File: config.mk
export PLATFORM = sky130hd
export DESIGN_NAME = des_round_ctrl
export DESIGN_NICKNAME = d
export VERILOG_FILES = /design/src/rtl/des_round_ctrl.sv
export SDC_FILE = /design/constraint.sdc
export NUM_CORES = 1
export LEC_CHECK = 0
export CAP_MARGIN = 30
export CORE_ASPECT_RATIO = 1.2
export CORE_MARGIN = 4
export CORE_UTILIZATION = 25
export CTS_CLUSTER_SIZE = 16
export DETAILED_ROUTE_END_ITERATION = 10
export PLACE_DENSITY = 0.5
export SYNTH_ARGS = -nofsm -noshare
export SYNTH_HDL_FRONTEND = slang
export SYNTH_SLANG_ARGS = --single-unit
export TNS_END_PERCENT = 20
File: constraint.sdc
create_clock -name Clk -period 5.6 [get_ports Clk]
set_input_delay 1.12 -clock Clk [delete_from_list [all_inputs] [get_ports Clk]]
set_output_delay 1.12 -clock Clk [all_outputs]
set_load 0.01 [all_outputs]
File: src/rtl/des_round_ctrl.sv
// DES round controller: sequences key-schedule shifts and round enables
// through IDLE/LOAD/ROUND/FINAL/DONE with a Start/Busy/Done handshake.
module des_round_ctrl #(
  parameter int NUM_ROUNDS = 16,
  parameter int CNT_W = 5,
  parameter logic [NUM_ROUNDS-1:0] SHIFT_SCHED = 16'h7EFC
) (
  input  logic             Clk,
  input  logic             Reset_n,
  input  logic             Start,
  input  logic             Mode,
  input  logic             Stall,
  output logic             Busy,
  output logic             Done,
  output logic [CNT_W-1:0] Round,
  output logic             Select_mux_pc,
  output logic [1:0]       Select_mux_shift,
  output logic             Shift_dir,
  output logic             Round_en,
  output logic             Final_en
);

  typedef enum logic [2:0] {
    IDLE, LOAD, ROUND, FINAL, DONE
  } state_t;

  localparam int SX_W = 2**CNT_W;
  localparam logic [SX_W-1:0] SCHED_X = SX_W'(SHIFT_SCHED);
  localparam logic [CNT_W-1:0] LAST = CNT_W'(NUM_ROUNDS);
  localparam logic [CNT_W-1:0] ONE = CNT_W'(1);

  state_t state, state_nx;
  logic [CNT_W-1:0] cnt, cnt_nx;
  logic mode_q, mode_nx;
  logic [CNT_W-1:0] idx;
  logic two;

  always_ff @(posedge Clk) begin
    if (!Reset_n) begin
      state  <= IDLE;
      cnt    <= '0;
      mode_q <= 1'b0;
    end else begin
      state  <= state_nx;
      cnt    <= cnt_nx;
      mode_q <= mode_nx;
    end
  end

  // Decrypt walks the schedule backwards, offset by one round.
  assign idx = mode_q ? (LAST - cnt + ONE) : (cnt - ONE);
  assign two = SCHED_X[idx];

  always_comb begin
    state_nx         = state;
    cnt_nx           = cnt;
    mode_nx          = mode_q;
    Busy             = 1'b0;
    Done             = 1'b0;
    Round            = '0;
    Select_mux_pc    = 1'b0;
    Select_mux_shift = 2'b00;
    Shift_dir        = 1'b0;
    Round_en         = 1'b0;
    Final_en         = 1'b0;
    unique case (state)
      IDLE: begin
        if (Start) begin
          state_nx = LOAD;
          mode_nx  = Mode;
        end
      end
      LOAD: begin
        Busy          = 1'b1;
        Shift_dir     = mode_q;
        Select_mux_pc = 1'b1;
        state_nx      = ROUND;
        cnt_nx        = ONE;
      end
      ROUND: begin
        Busy      = 1'b1;
        Shift_dir = mode_q;
        Round     = cnt;
        // Stall gates this cycle's enables directly so no round is skipped.
        if (!Stall) begin
          Round_en = 1'b1;
          if (mode_q && cnt == ONE)
            Select_mux_shift = 2'b00;
          else if (two)
            Select_mux_shift = 2'b10;
          else
            Select_mux_shift = 2'b01;
          if (cnt == LAST) begin
            state_nx = FINAL;
            cnt_nx   = '0;
          end else begin
            cnt_nx = cnt + ONE;
          end
        end
      end
      FINAL: begin
        Busy      = 1'b1;
        Shift_dir = mode_q;
        Final_en  = 1'b1;
        state_nx  = DONE;
      end
      DONE: begin
        Busy      = 1'b1;
        Shift_dir = mode_q;
        Done      = 1'b1;
        state_nx  = IDLE;
      end
      default: state_nx = IDLE;
    endcase
  end

endmodule
==> impl_metrics.py <==
metrics = {
    "timing": {
        "setup_viol": 0,
        "max_clock_freq_ghz": 0.2704,
        "final.min_clock_period_ps": 3699,
        "final.setup_skew_ps": 5.191,
        "timing.final.crit_share_pct": 66.05,
        "timing_worst_slew_pin_value_ps": 353.3,
        "hold-worst-slack_ps": 622.1,
        "report.final.hold_viol_count": 0,
        "setup-tns-final_ps": 0,
        "unrepaired_setup_endpoints_after_global_routing": "false",
        "final-max-slew-violation-count": 0,
        "timing.final.ws_setup_ps": 1901,
        "timing.slew.headroom_pct": 76.14,
    },
    "worst_setup_path": {
        "start_of_the_worst_register_to_register_path": "state[1]",
        "start_kind": "input pin",
        "cp.buffers_inverters": 2,
        "startpoint": "Stall",
        "number_of_cells_on_the_critical_path": 5,
        "timing.critical_path.mode_cell": "sky130_fd_sc_hd__clkdlybuf4s50_1",
        "worst_path_largest_cell_delay_ps": 530,
        "worst-endpoint-arrival_ps": 2580,
        "critPathCapture": "Select_mux_shift[1]",
        "slowest_stage": "sky130_fd_sc_hd__clkdlybuf4s50_1",
        "critical_path.cell_chain": "clkdlybuf4s50_1, nor2_1, o41ai_1, and3b_1, clkdlybuf4s50_1",
        "reg2reg_depth": 5,
        "critical_path_class": "input pin to primary output",
        "r2r_end": "cnt[4]",
        "crit_path_max_fanout": 3,
        "regToRegSetupSlack_ps": 3920,
        "crit_family": "buffers and inverters",
        "required_arrival_time_at_the_worst_endpoint_ps": 4480,
        "endpoint_type_of_the_worst_setup_path": "primary output",
    },
    "global_routing": {
        "globalRouteOverflowTotal": 0,
        "vias_in_the_first_global_route": 654,
        "grt_use_total_pct": 9.577,
        "grt_start_max_net_pins": 13,
        "antenna_violations_before_repair": 0,
        "grt_pass1_wl_mm": 2.925,
    },
    "layout": {
        "final_layout_size_suffix_gt1_share_pct": 6.481,
        "finalNetCount": 120,
        "multiInputGateArea_sq_um": 506.7,
        "final.fill_count": 306,
        "antenna_cells_inserted": 0,
        "finish.instance_area_sq_um": 944.7,
        "final-instance-count-excl-fill": 142,
        "area_delta_synth_final_pct": 28.84,
        "layout.core_utilization_pct": 33.60,
        "area.sequential_sq_um": 180.2,
    },
    "floorplan": {
        "floorplan.io_pins": 18,
        "floorplan.core_area_sq_um": 2811,
        "dieHeight_um": 67.33,
        "fp-row-count": 21,
        "floorplan.initialDensity_pct": 26.08,
        "die_area_sq_um": 3867,
        "die_w_um": 57.44,
    },
    "outcome": {
        "status": "finished, final reports clean",
    },
    "power_and_ir_drop": {
        "power_per_cell_area_nw_per_um2": 182.6,
        "power.total_uw": 172.5,
        "max-vdd-ir-drop_mv": 0.08905,
        "p_leak_nw": 0.3736,
    },
    "clock_network": {
        "worst_skew_pair.late_latency_ps": 270,
        "cts.hold.buffers_added": 0,
        "cts_root_buffer": "sky130_fd_sc_hd__clkbuf_4",
        "cts_resized": 0,
        "cts_tree": "built",
        "clock_sinks": 9,
        "clockBufferDepth": 2,
        "cts-buffers-inserted": 3,
        "cts_h_tree_depth": 1,
        "post-cts-setup-buffer-count": 0,
        "worst_setup_hold_path_clk_slew_ps": 70,
    },
    "routing": {
        "num_vias": 660,
        "vias_per_cell": 4.648,
        "routedWlPerCell_um": 11.52,
        "dr.pass1.iters": 4,
        "finalWirelength_mm": 1.636,
        "drc": 0,
        "drt_first_iter_violations": 23,
        "drt.antenna.violating_nets": 0,
    },
    "logic_synthesis": {
        "synth.ff_latch_count": 9,
        "synth-seq-area-share_pct": 24.57,
        "synth_enable_flop_cells": 0,
        "synth.distinct_cells": 36,
        "synthesis.instances": 91,
        "postSynth.asyncResetShare_pct": 0,
        "yosys-top-cells-count": "11 x sky130_fd_sc_hd__nor2_1, 9 x sky130_fd_sc_hd__dfxtp_1, 6 x sky130_fd_sc_hd__ha_1",
        "yosys_most_used_dff": "sky130_fd_sc_hd__dfxtp_1",
        "post_synthesis_average_cell_area_sq_um": 8.057,
        "post_synthesis_cell_type_with_the_largest_combined_area": "sky130_fd_sc_hd__dfxtp_1",
        "syn-cell-area_sq_um": 733.2,
        "netlist.area_leader.share_pct": 24.57,
        "post-synth-top-count-cell": "sky130_fd_sc_hd__nor2_1",
        "post_synth_main_area_contributors": "sky130_fd_sc_hd__dfxtp_1 25%, sky130_fd_sc_hd__ha_1 10%, sky130_fd_sc_hd__nor2_1 5.6%, sky130_fd_sc_hd__xnor2_1 4.8%, sky130_fd_sc_hd__xor2_1 4.8%",
        "synth_nets": 102,
        "synthesis.yosys.warnings": 0,
    },
    "placement": {
        "post_dp_cell_area_sq_um": 918.4,
        "dpl_worst_slack_ps": 1883,
        "globalplace.congestion": 0.7957,
        "placement.io_buffers": 17,
        "dpl.hpwl_mm": 1.283,
        "place_inst": 138,
    },
    "min_path": {
        "worstHoldPathType": "register to register",
        "hold-path-cell-count": 2,
    },
    "flow_run": {
        "max_cap_violations": 0,
    },
}
-- tightest hold or removal path: stages (launching register included) --
cell	delay (ps)
sky130_fd_sc_hd__dfxtp_1	380
sky130_fd_sc_hd__xnor2_1	150
sky130_fd_sc_hd__nor3b_1	40
-- worst min path at each step --
stage	start	end	slack [ps]
final	state[0]	state[1]	620
after global routing	state[0]	state[1]	650
after CTS	state[0]	state[1]	620
after detailed placement	state[0]	state[1]	610
after global placement	state[0]	state[1]	610
after floorplan	state[2]	state[1]	530
-- sequential cells by signal, indices dropped and copies added, names as in the netlist --
name / count
mode_q: 1
state: 3
cnt: 5
-- logic make-up after synthesis --
logic type	synth area share (%)
mux	2.730
compound gates	14.68
buf+inv	6.313
simple gates	31.91
flops	24.57
xor+xnor	9.555
fa+ha+maj	10.24
-- layout by cell type (no fill, tap or decap), types with 2 or more instances in the layout --
master,count
sky130_fd_sc_hd__nand2_1,5
sky130_fd_sc_hd__mux2i_1,2
sky130_fd_sc_hd__and2_1,5
sky130_fd_sc_hd__nor3b_1,2
sky130_fd_sc_hd__xor2_1,4
sky130_fd_sc_hd__nor2b_1,3
sky130_fd_sc_hd__o21ai_0,5
sky130_fd_sc_hd__clkbuf_4,3
sky130_fd_sc_hd__nor2_1,11
sky130_fd_sc_hd__and3_1,3
sky130_fd_sc_hd__nand3_1,3
sky130_fd_sc_hd__ha_1,6
sky130_fd_sc_hd__inv_1,5
sky130_fd_sc_hd__clkdlybuf4s50_1,17
sky130_fd_sc_hd__xnor2_1,4
sky130_fd_sc_hd__nand4_1,2
sky130_fd_sc_hd__dfxtp_1,9
sky130_fd_sc_hd__a21oi_1,2
-- where the power goes --
group          internal, mW  switching [mW]  leakage [nW]
registers            0.0669         0.00668        0.0732
logic                0.0248          0.0219         0.285
clock network        0.0275          0.0246        0.0150
-- area by class of cell --
cell class / count / share of cell area [%]
flip-flops and latches: 9 / 19.07
repair buffers: 17 / 18.01
multi-input cells: 73 / 53.64
inverters: 5 / 1.987
clock buffers: 4 / 2.781
well taps: 34 / 4.503
-- layer usage --
layer  up-vias  global-route usage, %  part of all wire (%)
li1        350                      -                     -
met1       291                  11.80                    47
met2        15                  15.96                    47
met3         4                  1.338                   4.3
met4         0                  5.217                   2.1
met5         -                      0                     0
Note: power is estimated with default switching activity, not from simulation.
